$ cat src/rtl/servo_pwm_out.sv
// Servo pulse output stage: 1 us prescaler, 20 ms frame, clamp,
// per-frame slew limit and frame-aligned enable.
module servo_pwm_out #(
  parameter int TICK_DIV     = 50,
  parameter int PERIOD_TICKS = 20000,
  parameter int MIN_PW       = 500,
  parameter int MAX_PW       = 2500,
  parameter int INIT_PW      = 1500,
  parameter int MAX_STEP     = 20
) (
  input  logic        mclk,
  input  logic        rst_n,
  input  logic        enable,
  input  logic [11:0] control,
  output logic        pwm_out,
  output logic        frame_start,
  output logic [11:0] pw_active,
  output logic        clamped,
  output logic        settled
);

  localparam int TW  = (TICK_DIV > 1) ? $clog2(TICK_DIV) : 1;
  localparam int PCW = (PERIOD_TICKS > 1) ? $clog2(PERIOD_TICKS) : 1;
  localparam int CW  = (PCW > 12) ? PCW : 12;

  localparam logic [TW-1:0]  TICK_LAST = TW'(TICK_DIV - 1);
  localparam logic [PCW-1:0] PER_LAST  = PCW'(PERIOD_TICKS - 1);
  localparam logic [11:0]    MIN_V     = 12'(MIN_PW);
  localparam logic [11:0]    MAX_V     = 12'(MAX_PW);
  localparam logic [11:0]    INIT_V    = 12'(INIT_PW);
  localparam logic [11:0]    STEP_V    = 12'(MAX_STEP);
  localparam logic [12:0]    STEP_M    = 13'(MAX_STEP);

  typedef enum logic {
    OFF,
    RUN
  } state_t;

  state_t         state;
  state_t         state_n;
  logic [TW-1:0]  tick_cnt;
  logic [TW-1:0]  tick_cnt_n;
  logic [PCW-1:0] period_cnt;
  logic [PCW-1:0] period_cnt_n;
  logic [11:0]    target;
  logic [11:0]    target_n;
  logic [11:0]    pw_n;
  logic [11:0]    clamp_pw;
  logic           clamp_hit;
  logic [12:0]    diff;
  logic [12:0]    mag;
  logic [CW-1:0]  cnt_x;
  logic [CW-1:0]  pw_x;
  logic           tick;
  logic           boundary;
  logic           pwm_n;

  always_comb begin
    tick         = (tick_cnt == TICK_LAST);
    boundary     = tick && (period_cnt == PER_LAST);
    tick_cnt_n   = tick ? '0 : tick_cnt + 1'b1;
    period_cnt_n = period_cnt;
    if (boundary)
      period_cnt_n = '0;
    else if (tick)
      period_cnt_n = period_cnt + 1'b1;

    clamp_pw  = control;
    clamp_hit = 1'b0;
    if (control < MIN_V) begin
      clamp_pw  = MIN_V;
      clamp_hit = 1'b1;
    end else if (control > MAX_V) begin
      clamp_pw  = MAX_V;
      clamp_hit = 1'b1;
    end

    // 13-bit two's complement difference; bit 12 is the sign
    diff = {1'b0, clamp_pw} - {1'b0, pw_active};
    mag  = diff[12] ? (~diff + 13'd1) : diff;

    target_n = target;
    pw_n     = pw_active;
    state_n  = state;
    if (boundary) begin
      target_n = clamp_pw;
      state_n  = enable ? RUN : OFF;
      if (MAX_STEP == 0 || mag <= STEP_M)
        pw_n = clamp_pw;
      else if (diff[12])
        pw_n = pw_active - STEP_V;
      else
        pw_n = pw_active + STEP_V;
    end

    // look-ahead so the registered pin rises with frame_start
    cnt_x = CW'(period_cnt_n);
    pw_x  = CW'(pw_n);
    pwm_n = (state_n == RUN) && (cnt_x < pw_x);
  end

  always_ff @(posedge mclk or negedge rst_n) begin
    if (!rst_n) begin
      state       <= OFF;
      tick_cnt    <= '0;
      period_cnt  <= '0;
      target      <= INIT_V;
      pw_active   <= INIT_V;
      clamped     <= 1'b0;
      settled     <= 1'b1;
      frame_start <= 1'b0;
      pwm_out     <= 1'b0;
    end else begin
      state       <= state_n;
      tick_cnt    <= tick_cnt_n;
      period_cnt  <= period_cnt_n;
      target      <= target_n;
      pw_active   <= pw_n;
      if (boundary)
        clamped <= clamp_hit;
      settled     <= (pw_n == target_n);
      frame_start <= boundary;
      pwm_out     <= pwm_n;
    end
  end

endmodule
$ cat config.mk
export PLATFORM = sky130hd
export DESIGN_NAME = servo_pwm_out
export DESIGN_NICKNAME = d
export VERILOG_FILES = /design/src/rtl/servo_pwm_out.sv
export SDC_FILE = /design/constraint.sdc
export NUM_CORES = 1
export LEC_CHECK = 0
export BUFFER_PORTS_ARGS = -buffer_cell sky130_fd_sc_hd__buf_4
export CAP_MARGIN = 20
export CORE_ASPECT_RATIO = 1.2
export CORE_UTILIZATION = 65
export CTS_BUF_LIST = sky130_fd_sc_hd__clkbuf_16
export DETAILED_ROUTE_END_ITERATION = 6
export GPL_TIMING_DRIVEN = 0
export PLACE_DENSITY = 0.85
export SLEW_MARGIN = 30
export SYNTH_ARGS = -nofsm -noshare
export SYNTH_HDL_FRONTEND = slang
export SYNTH_SLANG_ARGS = --single-unit
$ cat constraint.sdc
create_clock -name mclk -period 11.29 [get_ports mclk]
set_input_delay 2.258 -clock mclk [delete_from_list [all_inputs] [get_ports mclk]]
set_output_delay 2.258 -clock mclk [all_outputs]
set_load 0.05 [all_outputs]
==> results of run 1 <==
## per-layer routing
layer | vias up | GRT usage | part of all wire
li1 | 2012 | - | -
met1 | 1972 | 0.341 | 0.38
met2 | 146 | 0.653 | 0.53
met3 | 50 | 0.0410 | 0.039
met4 | 0 | 0.201 | 0.048
met5 | - | 0 | 0
## cells in the mapped netlist, drive strengths merged, types with 3 or more instances
master,instances
ha,35
xnor2,34
or4,5
a221oi,3
o311ai,3
mux2,6
nand3,21
o211ai,5
o21bai,3
a211oi,4
buf,6
dfrtp,35
inv,30
nand4,18
nand2,45
a21o,15
and3,11
nor2,42
nor3,11
dfstp,15
nand2b,7
a31oi,3
o21a,3
nor4,4
xor2,17
a211o,4
nor2b,7
or3,6
and2,5
clkbuf,13
a21oi,34
mux2i,16
o21ai,34
## layout by cell type, fill, tap and decap left out, types with 6 or more instances in the layout
master and instances:
buf_4 31, dfrtp_1 35, a21oi_1 33, nor2b_1 7, nor3_1 11, xnor2_1 34, mux2i_1 16, dfstp_2 15
o21ai_0 30, mux2_2 6, and3_1 10, nand4_1 18, or3_1 6, ha_1 35, nand2b_1 7, inv_1 30
nand3_1 21, a21o_1 15, xor2_1 16, nand2_1 44, clkbuf_1 13, nor2_1 42
## registers in the layout (all words and copies together) (netlist names)
name	flops
state	1
pwm_out	1
period_cnt	15
target	12
pw_active	12
tick_cnt	6
settled	1
frame_start	1
clamped	1
## worst min-delay path by stage
| stage | startpoint | end | slack, ns | depth (start not counted) |
|---|---|---|---|---|
| 2_1_floorplan | target[11] | target[11] | 0.44 | 2 |
| 3_3_place_gp | target[11] | target[11] | 0.46 | 2 |
| 3_5_place_dp | target[11] | target[11] | 0.46 | 2 |
| 4_1_cts | target[8] | target[8] | 0.49 | 2 |
| 5_1_grt | target[7] | target[7] | 0.51 | 2 |
| 6_report | target[8] | target[8] | 0.49 | 2 |
## where the power goes
| group | internal, uW | switching, uW |
|---|---|---|
| logic | 49.0 | 75.1 |
| registers | 180 | 0.200 |
| clock network | 80.1 | 62.2 |
| total | 309 | 137 |
## area by class of cell
| cell class | count | area, sq um | share of cell area |
|---|---|---|---|
| plain buffers | 19 | 91.3 | 0.0183 |
| well taps | 85 | 106 | 0.0214 |
| clock buffers | 5 | 125 | 0.0251 |
| flip-flops and latches | 50 | 1270 | 0.255 |
| repair buffers | 30 | 225 | 0.0452 |
| clock inverters | 2 | 10.0 | 0.00201 |
| inverters | 31 | 116 | 0.0234 |
| multi-input cells | 434 | 3040 | 0.610 |
## kinds of logic (layout without fill, tap and decap cells)
logic type      after synthesis  count (layout)  synth area share
simple gates                192             192             0.220
compound gates              132             132             0.195
xor+xnor                     52              52             0.106
flops                        50              50             0.282
buf+inv                      50              87            0.0461
fa+ha+maj                    36              36             0.102
mux                          22              22            0.0505
## per-stage QoR
| stage | total power (uW) | setup WS [ns] | util |
|---|---|---|---|
| 2_1_floorplan | 274 | 2.39 | - |
| 3_3_place_gp | 301 | 0.758 | 0.737 |
| 3_5_place_dp | 305 | 0.591 | 0.738 |
| 4_1_cts | 445 | 0.858 | 0.758 |
| 5_1_grt | 463 | 0.270 | 0.758 |
| 6_report | 446 | 0.720 | 0.758 |
## critical path, delay by kind of cell
family	cells	cell delay (ns)
and+or+nand+nor	11	2.99
AOI/OAI and AO/OA	14	2.94
buffers and inverters	5	1.34
xor gates and xnor gates	1	0.19
adders and majority gates	3	1.05
==> results.toml, run 1 <==
[worst_setup_path]
crit_required_ns = 11.52
worst-path-max-fanout = 14
crit_start = "control[10]"
rrSetupSlack_ns = 3.63
worstRegToRegCells = 28
crit_end = "pwm_out"
startpoint_type = "primary input"
regToRegStartpoint = "pw_active[2]"
setup.worst_path.class = "in -> reg"
r2r-end = "pwm_out"
end_kind = "register"
cpMostUsedCell = "a21oi_1"
slowest_delay_ns = 0.57
arrival_ns = 10.80
crit_slowest_cell = "nor2_1"

[placement]
placed_cell_area_sq_um = 4840
globalplace.congestion = 1.01
portBuffers = 30
post-place-cells = 649
dp_hpwl_um = 9300

[global_routing]
track_usage = 0.337
antenna_found_initial = 0
overflow = 0
first_global_vias = 4145
grt_pass1_wl_um = 18900
grt_max_degree = 51

[floorplan]
rows = 32
dieWidth_um = 78.0
io_pins = 31
die_height_um = 93.2
core_sq_um = 6570
dieArea_sq_um = 7270
initial_utilization = 0.687

[cts]
cts-root-buf = "clkbuf_16"
cts_hold_buffers = 0
clock_latency_ns = 0.29
clk_pin_slew_ns = 0.06
cts_tree = "done"
cts_setup_buffers = 0
cts_buffer_depth = 2
clkSinkCount = 50
htree_num_levels = 2
ctsResizeCount = 0
numCtsBuffers = 5

[detailed_routing]
drtAntennaViolNets = 0
wl_um = 12000
vias = 4180
firstDrtPassIters = 5
drc = 0
routed_via_density = 6.37
drt_iter0_markers = 237
wire_per_inst_um = 18.2

[sta]
worst_clock_skew_ns = 0.00517
fin_crit_ns = 10.57
worstMarginPinSlew_ns = 0.829
hold_viol = 0
maxSlewViolCount = 0
rsz0062_at_grt = "no"
worst_hold_slack_ns = 0.488
fin_crit_sh = 0.936
fin_tns_setup_ns = 0
relSlewSlack = 0.445
maxClockFrequency_mhz = 94.6
finalSetupViolations = 0

[power]
powerDensity_nw_per_um2 = 89.6
leakagePower_uw = 0.00225
peakVddDrop_uv = 84.0

[synthesis]
yosysTopAreaCell = "dfrtp_1"
ys_ff_latch = 50
syn_area_sq_um = 4510
synth_edf_count = 0
synth-async-reset-ratio = 1.00
yosys-top-cells-area = "dfrtp_1 19%, ha_1 9.7%, dfstp_2 8.7%"
ys.flop_type = "dfrtp_1"
synth_top_area_frac = 0.194
synth_fp_nets = 585
synth_cell_types = 73
yosys_warnings = 0
synth_area_per_cell_sq_um = 8.44
netlist_instances = 534
yosysSeqAreaShare = 0.282

[layout]
n_fill_cell = 512
final_cell_count_no_fill = 656
drive_gt1_frac = 0.130
fin_nets = 622
areaGrowthSynthToFinish_pct = 10.5
antenna_cells = 0
fin_area_sq_um = 4980

[min_path]
worstHoldPathType = "reg -> reg"

[run]
max_cap_violations = 0

[run_status]
status = "finished, final reports clean"
No activity file was read; power rests on OpenSTA's default activity.
==> inputs of run 2 (changes only) <==
--- a/config.mk
+++ b/config.mk
@@ -13,6 +13,7 @@
 export DETAILED_ROUTE_END_ITERATION = 6
 export GPL_TIMING_DRIVEN = 0
 export PLACE_DENSITY = 0.85
+export REMOVE_ABC_BUFFERS = 1
 export SLEW_MARGIN = 30
 export SYNTH_ARGS = -nofsm -noshare
 export SYNTH_HDL_FRONTEND = slang
==> run 2 against run 1 <==
Net effect:
- power up 6.3%
- clock-buffer cell count is the same
- register-to-register slack better by 0.43 ns
- largest cell class unchanged
- critical endpoint unchanged
- highest routed layer unchanged
- largest power group unchanged
- design area is 1.1% lower
- maximum frequency grew 3.5%
==> results.toml, run 2 (synthesis gave the netlist of run 1 again) <==
[run_status]
status = "finished, final reports clean"

[layout]
fin_area_sq_um = 4930
ff_latch_area_sq_um = 1270
layout_common_cells = "44 x nand2_1, 42 x nor2_1, 35 x ha_1, 35 x dfrtp_1, 34 x xnor2_1"
drive_gt1_frac = 0.132
multiInputGateArea_sq_um = 3040
final_common_cell = "nand2_1"
reg.largest.list = "period_cnt x15, pw_active x12, target x12"
regMostFlops = "period_cnt"
areaGrowthSynthToFinish_pct = 9.27
n_fill_cell = 484
antenna_cells = 0
largest_register_ffs = 15
fin_nets = 603

[detailed_routing]
drc = 0
wl_um = 11800
drtAntennaViolNets = 0
routed_via_density = 6.53
drt_iter0_markers = 272
firstDrtPassIters = 5
wire_per_inst_um = 18.5
vias = 4165

[floorplan]
io_pins = 31
initial_utilization = 0.687
dieArea_sq_um = 7270
die_height_um = 93.2
core_sq_um = 6570
rows = 32
dieWidth_um = 78.0

[cts]
cts_buffer_depth = 2
clkSinkCount = 50
htree_num_levels = 2
ctsResizeCount = 0
clk_pin_slew_ns = 0.07
clock_latency_ns = 0.29
numCtsBuffers = 5
cts_setup_buffers = 0
cts_tree = "done"
cts_hold_buffers = 0
cts-root-buf = "clkbuf_16"

[sta]
fin_crit_ns = 10.21
worst_clock_skew_ns = 0.00619
finalSetupViolations = 0
rsz0062_at_grt = "no"
maxClockFrequency_mhz = 98.0
fin_crit_sh = 0.904
fin_tns_setup_ns = 0
worstMarginPinSlew_ns = 0.931
relSlewSlack = 0.379
maxSlewViolCount = 0
hold_viol = 0

[worst_setup_path]
slowest_delay_ns = 0.62
worst-path-max-fanout = 14
rrSetupSlack_ns = 4.06
setup.worst_path.class = "in -> reg"
crit_required_ns = 11.52
worstRegToRegCells = 27
r2r-end = "pwm_out"
regToRegStartpoint = "pw_active[2]"
arrival_ns = 10.44
startpoint_type = "primary input"
end_kind = "register"
crit_slowest_cell = "nor2_1"

[power]
switchingPower_uw = 142
leakagePower_uw = 0.00222
internal_power_uw = 332
powerDensity_nw_per_um2 = 96.3
swShare = 0.300
p_seq_frac = 0.379
peakVddDrop_uv = 96.0
p_clk_frac = 0.363
combPwrFrac = 0.258

[global_routing]
track_usage = 0.334
grt_pass1_wl_um = 19100
antenna_found_initial = 0
overflow = 0
first_global_vias = 3993
grt_max_degree = 51

[placement]
placed_cell_area_sq_um = 4760
globalplace.congestion = 0.917
portBuffers = 30
dp_hpwl_um = 8680

[min_path]
hold_path_depth = 2
worstHoldPathType = "reg -> reg"
min_from = "target[4]"
min_to = "target[4]"

[run]
max_cap_violations = 0
==> run 2: cell types whose count changed in the layout (fill, tap and decap cells not counted), sizes merged <==
cell / before / now
buf: 36 / 30
bufinv: 0 / 1
clkbuf: 18 / 5
clkinv: 3 / 1
clkinvlp: 0 / 2
==> run 2: per-layer routing <==
layer | track usage | part of all wire | vias to the layer above
met5 | 0 | 0 | -
met1 | 0.375 | 0.40 | 2021
met3 | 0.0312 | 0.038 | 34
met2 | 0.641 | 0.53 | 132
met4 | 0.134 | 0.031 | 0
li1 | - | - | 1978
==> run 2: metrics by stage <==
| step | worst slack, ns | std cells | power (uW) | hold slack [ns] | utilization |
|---|---|---|---|---|---|
| 6_report | 1.08 | 638 | 474 | 0.497 | 0.750 |
| 5_1_grt | 0.571 | 638 | 494 | 0.531 | 0.750 |
| 4_1_cts | 1.12 | 638 | 472 | 0.489 | 0.750 |
| 3_5_place_dp | 0.861 | 630 | 302 | 0.476 | 0.724 |
| 3_3_place_gp | 1.09 | 630 | 298 | 0.466 | 0.723 |
| 2_1_floorplan | 2.60 | 515 | 272 | 0.440 | - |
==> run 2: cell type report <==
class | count | share of cell area
clock buffers | 5 | 0.0254
well taps | 85 | 0.0216
flip-flops and latches | 50 | 0.258
inverters | 31 | 0.0239
clock inverters | 3 | 0.00914
multi-input cells | 434 | 0.616
repair buffers | 30 | 0.0457
==> run 2: power by group through the flow <==
stage | clock network (uW) | logic (uW) | registers, uW
2_1_floorplan | 0 | 88.8 | 183
3_3_place_gp | 0 | 115 | 183
3_5_place_dp | 0 | 119 | 183
4_1_cts | 172 | 120 | 180
5_1_grt | 179 | 135 | 180
6_report | 172 | 122 | 180
==> run 2: worst max-delay path by stage <==
stage / end / start / slack, ns / cells after the start
after global placement: pwm_out / control[10] / 1.09 / 33
after global routing: pwm_out / control[10] / 0.57 / 33
final: pwm_out / control[10] / 1.08 / 33
after floorplan: pwm_out / control[10] / 2.60 / 32
after CTS: pwm_out / control[10] / 1.12 / 33
after detailed placement: pwm_out / control[10] / 0.86 / 33
==> run 2: critical path, delay by kind of cell <==
kind | cells | cell delay, ns
fa+ha+maj | 3 | 1.24
compound gates | 14 | 2.91
simple gates | 12 | 3.19
xor+xnor | 1 | 0.14
buf+inv | 3 | 0.71
